[src/rtl/mem_port_arbiter.sv]
// mem_port_arbiter
//
// Shares a single-ported backing-memory bus between the instruction-fetch
// port and the data port. It arbitrates round-robin on ties and runs one
// memory transaction at a time. Completion is a one-cycle ready pulse on the
// port that owns the transaction. A bounded-wait timeout aborts a transaction
// when the memory never acks.
//
// Ports
//   clk_i, rst_i          clock (rising edge), async active-low reset
//   ins_req_i/addr_i      instruction read request and word address
//   ins_rdata_o/ready_o   instruction read data and completion pulse
//   ins_err_o             completion was a timeout abort
//   data_req_i/addr_i     data request and word address
//   data_we_i/wdata_i     byte write enables (0 = read) and write data
//   data_rdata_o/ready_o  data read data and completion pulse
//   data_err_o            completion was a timeout abort
//   mem_req_o..wdata_o    memory request, held until ack or abort
//   mem_rdata_i/ack_i     memory read data with its single-cycle ack
//   timeout_o             sticky flag: some transaction timed out
//
// state  | meaning
// IDLE   | waiting for a request; mem_ack_i ignored
// BUSY_I | instruction transaction on the memory bus
// BUSY_D | data transaction on the memory bus
// RESP   | one-cycle ready pulse to the owning port

module mem_port_arbiter #(
  parameter int unsigned TIMEOUT_CYCLES = 255,
  parameter int unsigned TO_W           = 8
) (
  input  logic        clk_i,
  input  logic        rst_i,
  input  logic        ins_req_i,
  input  logic [29:0] ins_addr_i,
  output logic [31:0] ins_rdata_o,
  output logic        ins_ready_o,
  output logic        ins_err_o,
  input  logic        data_req_i,
  input  logic [29:0] data_addr_i,
  input  logic [3:0]  data_we_i,
  input  logic [31:0] data_wdata_i,
  output logic [31:0] data_rdata_o,
  output logic        data_ready_o,
  output logic        data_err_o,
  output logic        mem_req_o,
  output logic [29:0] mem_addr_o,
  output logic [3:0]  mem_we_o,
  output logic [31:0] mem_wdata_o,
  input  logic [31:0] mem_rdata_i,
  input  logic        mem_ack_i,
  output logic        timeout_o
);

  typedef enum logic [1:0] {IDLE, BUSY_I, BUSY_D, RESP} state_e;

  // Abort fires on the last allowed BUSY cycle. When TIMEOUT_CYCLES is 0 this
  // constant wraps, but it is never used because the timeout is disabled.
  localparam logic [TO_W-1:0] CNT_LAST = TO_W'(TIMEOUT_CYCLES - 1);
  localparam bit              TO_EN    = (TIMEOUT_CYCLES != 0);

  state_e          state_q, state_d;
  logic            last_d_q, last_d_d;   // 1: last grant went to the data port
  logic            resp_d_q, resp_d_d;   // 1: current RESP belongs to data port
  logic            err_q, err_d;
  logic            to_q, to_d;
  logic [TO_W-1:0] cnt_q, cnt_d;
  logic [29:0]     addr_q, addr_d;
  logic [3:0]      we_q, we_d;
  logic [31:0]     wdata_q, wdata_d;
  logic [31:0]     ins_rdata_q, ins_rdata_d;
  logic [31:0]     data_rdata_q, data_rdata_d;
  logic            busy;
  logic            to_hit;

  assign busy   = (state_q == BUSY_I) || (state_q == BUSY_D);
  assign to_hit = TO_EN && (cnt_q == CNT_LAST);

  always_ff @(posedge clk_i or negedge rst_i) begin
    if (!rst_i) begin
      state_q      <= IDLE;
      last_d_q     <= 1'b1;
      resp_d_q     <= 1'b0;
      err_q        <= 1'b0;
      to_q         <= 1'b0;
      cnt_q        <= '0;
      addr_q       <= '0;
      we_q         <= '0;
      wdata_q      <= '0;
      ins_rdata_q  <= '0;
      data_rdata_q <= '0;
    end else begin
      state_q      <= state_d;
      last_d_q     <= last_d_d;
      resp_d_q     <= resp_d_d;
      err_q        <= err_d;
      to_q         <= to_d;
      cnt_q        <= cnt_d;
      addr_q       <= addr_d;
      we_q         <= we_d;
      wdata_q      <= wdata_d;
      ins_rdata_q  <= ins_rdata_d;
      data_rdata_q <= data_rdata_d;
    end
  end

  always_comb begin
    state_d      = state_q;
    last_d_d     = last_d_q;
    resp_d_d     = resp_d_q;
    err_d        = err_q;
    to_d         = to_q;
    cnt_d        = cnt_q;
    addr_d       = addr_q;
    we_d         = we_q;
    wdata_d      = wdata_q;
    ins_rdata_d  = ins_rdata_q;
    data_rdata_d = data_rdata_q;

    case (state_q)
      IDLE: begin
        // Instruction wins when alone, or on a tie when data went last.
        if (ins_req_i && (!data_req_i || last_d_q)) begin
          state_d  = BUSY_I;
          last_d_d = 1'b0;
          addr_d   = ins_addr_i;
          we_d     = '0;
          wdata_d  = '0;
          cnt_d    = '0;
        end else if (data_req_i) begin
          state_d  = BUSY_D;
          last_d_d = 1'b1;
          addr_d   = data_addr_i;
          we_d     = data_we_i;
          wdata_d  = data_wdata_i;
          cnt_d    = '0;
        end
      end
      BUSY_I, BUSY_D: begin
        // An ack on the abort cycle still completes normally.
        if (mem_ack_i) begin
          state_d  = RESP;
          err_d    = 1'b0;
          resp_d_d = (state_q == BUSY_D);
          if (state_q == BUSY_D) data_rdata_d = mem_rdata_i;
          else                   ins_rdata_d  = mem_rdata_i;
        end else if (to_hit) begin
          state_d  = RESP;
          err_d    = 1'b1;
          to_d     = 1'b1;
          resp_d_d = (state_q == BUSY_D);
          if (state_q == BUSY_D) data_rdata_d = '0;
          else                   ins_rdata_d  = '0;
        end else begin
          cnt_d = cnt_q + TO_W'(1);
        end
      end
      RESP: begin
        state_d = IDLE;
      end
      default: begin
        state_d = IDLE;
      end
    endcase
  end

  // Bus outputs are decoded from state so reset removes the request at once.
  assign mem_req_o    = busy;
  assign mem_addr_o   = busy ? addr_q  : '0;
  assign mem_we_o     = busy ? we_q    : '0;
  assign mem_wdata_o  = busy ? wdata_q : '0;

  assign ins_ready_o  = (state_q == RESP) && !resp_d_q;
  assign data_ready_o = (state_q == RESP) &&  resp_d_q;
  assign ins_err_o    = ins_ready_o  && err_q;
  assign data_err_o   = data_ready_o && err_q;
  assign ins_rdata_o  = ins_rdata_q;
  assign data_rdata_o = data_rdata_q;
  assign timeout_o    = to_q;

endmodule

[config.mk]
export PLATFORM = sky130hd
export DESIGN_NAME = mem_port_arbiter
export DESIGN_NICKNAME = d
export VERILOG_FILES = /design/src/rtl/mem_port_arbiter.sv
export SDC_FILE = /design/constraint.sdc
export NUM_CORES = 1
export LEC_CHECK = 0
export CORE_MARGIN = 2
export CORE_UTILIZATION = 40
export CTS_BUF_LIST = sky130_fd_sc_hd__clkbuf_8
export CTS_CLUSTER_DIAMETER = 60
export DETAILED_ROUTE_END_ITERATION = 8
export PLACE_DENSITY_LB_ADDON = 0.3
export SLEW_MARGIN = 20
export SYNTH_ARGS = -nofsm -noshare
export SYNTH_HDL_FRONTEND = slang
export SYNTH_SLANG_ARGS = --single-unit
[constraint.sdc]
create_clock -name clk_i -period 2.5 [get_ports clk_i]
set_input_delay 0.625 -clock clk_i [delete_from_list [all_inputs] [get_ports clk_i]]
set_output_delay 0.625 -clock clk_i [all_outputs]
set_load 0.1 [all_outputs]
**After elaboration in Yosys (flattened, before gate mapping)**

Cells that the tools add are included.

- Bitwise gates (word level): 2
- Reductions and logical operators: 21
- Multiplexer cells: 33
- $add $sub $neg: 1
- Equality and inequality tests: 8

Operators by type and width:

| operator | number |
|---|---|
| 32-bit two-way mux | 11 |
| 30-bit two-way mux | 3 |
| 8-bit two-way mux | 4 |
| 8-bit case mux with 2 select lines | 1 |
| 4-bit two-way mux | 3 |
| 3-bit AND reduction | 3 |
| 8-bit by 1-bit adder with 8-bit output, second input constant | 1 |
| 8-bit equality test, second input constant | 1 |
| 2-bit two-way mux | 4 |
| 1-bit two-way mux | 6 |
| 3-bit inequality test, second input constant | 2 |
| 2-bit case mux with 3 select lines | 1 |
| 2-bit AND reduction | 3 |
| 2-bit nonzero test | 3 |
| 1-bit logical AND | 5 |
| 2-bit equality test, second input constant | 2 |
| 2-bit inequality test, second input constant | 2 |
| 4-bit AND reduction | 1 |
| 2-bit by 1-bit equality test with 1-bit output, second input constant | 1 |
| 1-bit logical NOT | 2 |
| 2-bit logical NOT | 1 |
| 1-bit logical OR | 2 |
| 1-bit inverter | 2 |
| 2-bit OR reduction | 1 |

- Output and inout port bits: 136
- Logic and storage cells: 76
- Register bits: 144
- Input bits: 133

**Depth between registers and ports, before layout**

Gate-level depths: netlist of the first run.

- Depth in word-level cells: 5
- Mapped depth: 7
- Mapped depth without buffers: 6

**Worst setup path before layout of the first run**

OpenSTA, ideal clock, no wires.

- Path kind: reg-to-output
- Start: reg state_q[1]
- End: out mem_addr_o[0]
- Path buffers: 3
- Arrival: 2.932 ns
- Setup slack: -1.057 ns
- Data required time: 1.875 ns
- Cell stages (with the launch flop): 7
- Cell sequence: dfrtp_1 -> inv_1 -> ha_1 -> buf_2 -> clkbuf_1 -> clkbuf_1 -> and2_1

- Cells in the longest elaborated chain, start to end: 3
- Elaborated cells on any way between the ends: 4
- Those cells by class: eq/ne: 2; mux: 1; reduce/logical: 1

Ends and longest elaborated chain:

| item | RTL line | RTL |
|---|---|---|
| start: declaration | 62 | `state_e state_q, state_d;` |
| start signal: assignment | 93 | `state_q <= state_d;` |
| 2-bit by 1-bit equality test with 1-bit output / 2-bit equality test (equally long branches) | 76 | `assign busy = (state_q == BUSY_I) \|\| (state_q == BUSY_D);` |
| 1-bit logical OR * | 76 |  |
| named net mem_req_o | 46 | `output logic mem_req_o,` |
| 30-bit two-way mux * | 169 | `assign mem_addr_o = busy ? addr_q : '0;` |
| end: declaration | 47 | `output logic [29:0] mem_addr_o,` |

The timed path passes the listed nets; every way through them passes the cells marked *.

**Worst setup path in the final report of the first run**

- Start: reg state_q[0]
- End: out mem_wdata_o[18]

- Cells in the longest elaborated chain, start to end: 3
- Elaborated cells on any way between the ends: 4
- Those cells by class: eq/ne: 2; mux: 1; reduce/logical: 1

Ends and longest elaborated chain:

| item | RTL line | RTL |
|---|---|---|
| 2-bit by 1-bit equality test with 1-bit output / 2-bit equality test (equally long branches) | 76 |  |
| 1-bit logical OR * | 76 |  |
| 32-bit two-way mux * | 171 | `assign mem_wdata_o = busy ? wdata_q : '0;` |
| end: declaration | 49 | `output logic [31:0] mem_wdata_o,` |

Every way passes the cells marked *; elsewhere a longest branch is shown, timed or not.

==> flow_summary.toml, run 1 <==
[sta]
tightestPinTransition_ps = 658
min_period_ps = 2490
final_hold_viol_count = 0
rsz0062_at_grt = "yes"
final_max_slew_viol_count = 0
finalSetupViolations = 0
fmax_mhz = 401
tns_ps = 0
slew_headroom_pct = 56.1
period_share_pct = 99.6
fin_skew_ps = 20.1

[cts]
ctsHoldBuffers = 0
clockBufferDepth = 2
cts_tree = "done"
htree_levels = 4
root_buffer = "clkbuf_8"
clkSinkCount = 144
clk_latency_ps = 470
numCtsBuffers = 17
path_clk_slew_ps = 80

[logic_synthesis]
synth_fa_ha_area_share_pct = 1.16
yosysUniqueCellTypes = 50
yosysWarnings = 0
synth_xor_area_share_pct = 0
syn-num-nets = 707
synth_compound_area_share_pct = 19.9
synth_top_family_by_area = "compound AO/OA/AOI/OAI gates"
avgSynthCellArea_sq_um = 11.4
postSynthCellCount = 568
synth.area.mux_share_pct = 4.65
synth_edf_count = 0
synth_area_sq_mm = 0.00645
synth-simple-area-share_pct = 14.6
ys.flop_type = "dfrtp_1"
ys_ff_latch = 144
seq_area_frac_synth_pct = 55.9
ys_async_sr_fraction_pct = 100

[floorplan]
core_area_sq_mm = 0.0158
die_area_sq_mm = 0.0172
initial_utilization_pct = 40.8
rows = 46
die_w_um = 131
die_height_um = 131
boundaryPins = 269

[detailed_routing]
avgViaCountPerCell = 5.28
drt-initial-drc-count = 334
drc = 0
routed_wl_um = 20100
dr.pass1.iters = 5
ant_nets = 0
vias = 5626
wl_per_cell_um = 18.8

[place]
place_congestion = 0.842
post-dp-hpwl_um = 14200
dpl_cell_area_sq_mm = 0.0102
place.port_buffers = 268

[setup_path]
startpoint = "state_q[0]"
endpoint_kind = "primary output"
cp-start-kind = "register"
rr_worst_depth = 6
crit_required_ps = 1880
crit_end = "mem_wdata_o[18]"
slowest_stage = "dfrtp_1"
crit_chain = "inv_2 > ha_4 > bufbuf_16 > and2_4 > buf_12"
cp_slowest_stage_delay_ps = 380
critPathKind = "reg2out"
r2r_setup_slack_ps = 400
timing.rr.end = "data_rdata_o[11]"
crit_arrival_ps = 1870
r2r_start = "cnt_q[0]"
crit_fanout = 15

[global_route]
use_met1_pct = 27.7
grt_pass1_vias = 5798
grt.busiest_layer = "met2"
grt_pass1_wl_um = 30600
overflow = 0
grtUsageTotal_pct = 23.5
grt_max_degree = 66
antenna_found_initial = 0
use_met2_pct = 39.7
grt_util_met3_pct = 6.56

[layout]
area_growth_pct = 66.4
layout-drive-gt1-share_pct = 32.8
fin_area_sq_mm = 0.0107
fin_nets = 976
antenna_cells = 0

[flow_run]
drv_cap = 0

[hold_path]
min_path_type = "in2async"

[run_status]
status = "completed"
worst min path at each step:
stage	start	to	slack [ps]
after floorplan	rst_i	addr_q[0]	330
after global placement	timeout_o	timeout_o	460
after detailed placement	timeout_o	timeout_o	470
after CTS	rst_i	wdata_q[16]	170
after global routing	rst_i	wdata_q[9]	190
final	rst_i	wdata_q[9]	150
Yosys cell counts (all sizes together) (2+ instances only):
cell type	n	area [sq um]
nand4	3	25.0
a32o	32	320
nand3	10	62.6
nor3	2	10.0
a22o	36	315
dfrtp	143	3580
inv	6	22.5
buf	27	146
nand2	72	270
nor2b	2	12.5
and2	68	425
nand3b	3	26.3
o211ai	3	22.5
o211a	2	20.0
a211o	3	26.3
mux2i	30	300
ha	6	75.1
a21oi	4	20.0
o21ai	34	181
and3	3	18.8
nor2	8	32.5
o2bb2ai	32	280
clkbuf	20	75.1
o21bai	2	26.3
cell families (layout without fill, tap and decap cells):
kind of cell	count (synthesis)	in the layout
flip-flops	144	144
adder cells (fa/ha/maj)	6	6
buffers and inverters	53	335
multiplexers	30	30
AND/OR/NAND/NOR	178	178
AO/OA/AOI/OAI	157	157
final cells by class:
| class | count | area (sq um) |
|---|---|---|
| Multi-Input combinational cell | 371 | 2800 |
| Clock inverter | 15 | 185 |
| Sequential cell | 144 | 3600 |
| Tap cell | 216 | 270 |
| Inverter | 6 | 22.5 |
| Timing Repair Buffer | 297 | 3620 |
| Clock buffer | 17 | 234 |
| Fill cell | 1154 | 5090 |
cells in the final DEF, fill, tap and decap left out, drive strengths merged, types with 3 or more instances in the layout:
cell type,Yosys,routed
nor2,8,8
o211ai,3,3
and2,68,68
buf,27,164
dfrtp,143,143
and3,3,3
clkdlybuf4s50,0,131
nand4,3,3
o2bb2ai,32,32
a211o,3,3
a21oi,4,4
a22o,36,36
mux2i,30,30
ha,6,6
clkinv,0,7
bufinv,0,3
o21ai,34,34
nand2,72,72
inv,6,10
a32o,32,32
nand3,10,10
nand3b,3,3
clkbuf,20,18
flip-flops by register name, summed over array words and instances, names as in the netlist:
register      cells
timeout_o         1
addr_q           30
ins_rdata_o      32
we_q              4
err_q             1
data_rdata_o     32
resp_d_q          1
last_d_q          1
wdata_q          32
cnt_q             8
state_q           2
critical path, delay by kind of cell (launching register included):
family                     cells  cell delay [ps]
and+or+nand+nor                1              160
buffers and inverters          3              530
adders and majority gates      1              330
DFF                            1              380
layer usage:
metal | routed length (um) | part of all wire (%)
met1 | 7640 | 38
met2 | 10500 | 52
met5 | 0 | 0
met3 | 1280 | 6.4
met4 | 682 | 3.4
metrics by stage:
| step | hold slack (ps) | worst slack (ps) | cells | util, % |
|---|---|---|---|---|
| 2_1_floorplan | 329 | -111 | 568 | - |
| 3_3_place_gp | 463 | 246 | 1023 | 64.2 |
| 3_5_place_dp | 470 | 160 | 1023 | 64.2 |
| 4_1_cts | 167 | -20.4 | 1063 | 67.5 |
| 5_1_grt | 187 | -67.7 | 1066 | 67.8 |
| 6_report | 147 | 8.94 | 1066 | 67.8 |
repair_timing:
item / in CTS / in global routing
endpoints found under the setup margin: 52 / 46
pin swaps: 1 / 1
resized for setup: 3 / 3
cloned: 1 / 1
setup buffers: 7 / 2
Power of run 1 is left out: the tool's default activity adds up to more than one toggle a clock period on the data nets, which glitch-free logic cannot reach.
==> run 2, diff against run 1 <==
Settings changed: GPL_ROUTABILITY_DRIVEN from default to 0.
==> results of run 2 <==
Same layout as run 1: the final DEF is identical, and so are final timing and power.
Power of run 2 is left out for the same reason.
==> run 3, diff against run 2 <==
Settings changed: CTS_CLUSTER_SIZE from default to 20, GPL_TIMING_DRIVEN from default to 0.
==> run 3 against run 2 <==
Effect of this change: the flow now finishes with violations (negative setup slack); highest routed layer unchanged; non-clock buffer count rose by 33; largest cell class unchanged; sequential share of layout area shrank 0.55 points; core utilization rose by 1.1 points; worst hold slack got worse by 37 ps.
==> flow_summary.toml, run 3 (synthesis gave the netlist of run 1 again) <==
[layout]
fin_nets = 1009
most-common-layout-cells = "dfrtp_1, clkdlybuf4s50_1, nand2_1"
antenna_cells = 0
area_growth_pct = 69.2
final_common_cell = "dfrtp_1"
regArea_sq_mm = 0.00360
multi_input_area_sq_mm = 0.00278
layout-drive-gt1-share_pct = 25.4
final.fill_count = 1128
fin_util_pct = 69.0

[global_route]
grt_pass1_wl_um = 32000
grt_util_met3_pct = 6.31
use_met2_pct = 41.7
grt_pass1_vias = 6209
grt_max_degree = 75
antenna_found_initial = 0
grtUsageTotal_pct = 24.3
overflow = 0
use_met1_pct = 29.2
grt.busiest_layer = "met2"

[cts]
clkSinkCount = 144
clockBufferDepth = 2
numCtsBuffers = 17
path_clk_slew_ps = 80
root_buffer = "clkbuf_8"
cts_tree = "done"
clk_latency_ps = 450
htree_levels = 4

[setup_path]
critPathKind = "reg2out"
crit_arrival_ps = 1900
crit_top_cell = "buf_12"
crit_required_ps = 1880
endpoint_kind = "primary output"
critPathBufInv = 5
crit_chain = "buf_6 > inv_4 > ha_4 > buf_12 > clkbuf_16 > and2_4 > buf_12"
cp_slowest_stage_delay_ps = 380
critPathTopFamily = "buffers and inverters"
crit_fanout = 7
cp-start-kind = "register"
slowest_stage = "dfrtp_1"

[sta]
fin_skew_ps = 5.65
min_period_ps = 2530
whs_ps = 111
rsz0062_at_grt = "yes"
period_share_pct = 101
worst_slack_ps = -29.4
finalSetupViolations = 44
tightestPinTransition_ps = 1020
slew_headroom_pct = 32.1
fmax_mhz = 395
final_hold_viol_count = 0
final_max_slew_viol_count = 0

[floorplan]
initial_utilization_pct = 40.8
die_area_sq_mm = 0.0172
die_height_um = 131
die_w_um = 131
core_area_sq_mm = 0.0158
rows = 46
boundaryPins = 269

[detailed_routing]
drt-initial-drc-count = 272
routed_wl_um = 21400
wl_per_cell_um = 19.5
dr.pass1.iters = 5
drc = 0
ant_nets = 0
avgViaCountPerCell = 5.39
vias = 5925

[place]
post-dp-hpwl_um = 14900
place.port_buffers = 268

[run_status]
status = "finished, violations left"
violations = "negative setup slack"

[hold_path]
min_path_type = "in2async"

[flow_run]
drv_cap = 0
==> run 3: cell types whose count changed in the layout (fill, tap and decap cells not counted), sizes merged <==
| cell | change |
|---|---|
| bufbuf | -1 |
| bufinv | +1 |
| buf | -50 |
| clkinv | -3 |
| clkinvlp | +2 |
| dlygate4sd2 | +65 |
| clkbuf | +20 |
| inv | -1 |
==> run 3: layer usage <==
| layer | share of wire, % | vias up |
|---|---|---|
| li1 | - | 2665 |
| met1 | 38 | 2974 |
| met2 | 52 | 235 |
| met3 | 6.6 | 51 |
| met4 | 3.2 | 0 |
| met5 | 0 | - |
==> run 3: worst paths after layout <==
| check | startpoint | to | slack (ps) | depth (start not counted) |
|---|---|---|---|---|
| setup / recovery | state_q[0] | mem_wdata_o[29] | -30 | 7 |
| hold / removal | rst_i | wdata_q[8] | 110 | 1 |
| setup reg to reg | state_q[0] | addr_q[24] | 260 | 10 |
| hold reg to reg | timeout_o | timeout_o | 480 | 1 |
| max in group asynchronous | rst_i | last_d_q | 1630 | 2 |
| min in group clk_i | timeout_o | timeout_o | 480 | 1 |
==> run 3: cell type report <==
type	instances	share of cell area (%)
timing repair buffer	284	31.9
sequential	144	33.0
tap	216	2.48
clock inverter	14	1.59
inverter	6	0.229
clock buffer	18	2.27
multi-input combinational	371	25.5
buffer	46	3.05
==> run 3: timing repair <==
| action | 4_1_cts | 5_1_grt |
|---|---|---|
| setup buffers | 7 | 3 |
| endpoints found under the hold margin | 0 | 0 |
| setup endpoints to repair | 136 | 70 |
| resized for setup | 703 | 18 |
| pin swaps | 0 | 2 |
| cloned | 0 | 6 |
| hold buffers | 0 | 0 |
==> run 3: through the flow <==
stage                     worst slack (ps)  cells  cell area (sq um)  setup TNS, ps
after floorplan                       -111    568               6640          -6530
final                                -29.4   1099              10900           -687
after detailed placement             -1270   1053               9620         -78290
after global placement               -4790   1052               9590        -758400
after CTS                             -121   1091              10800          -7190
after global routing                 -89.7   1099              10900          -4390
Power of run 3 is left out for the same reason.
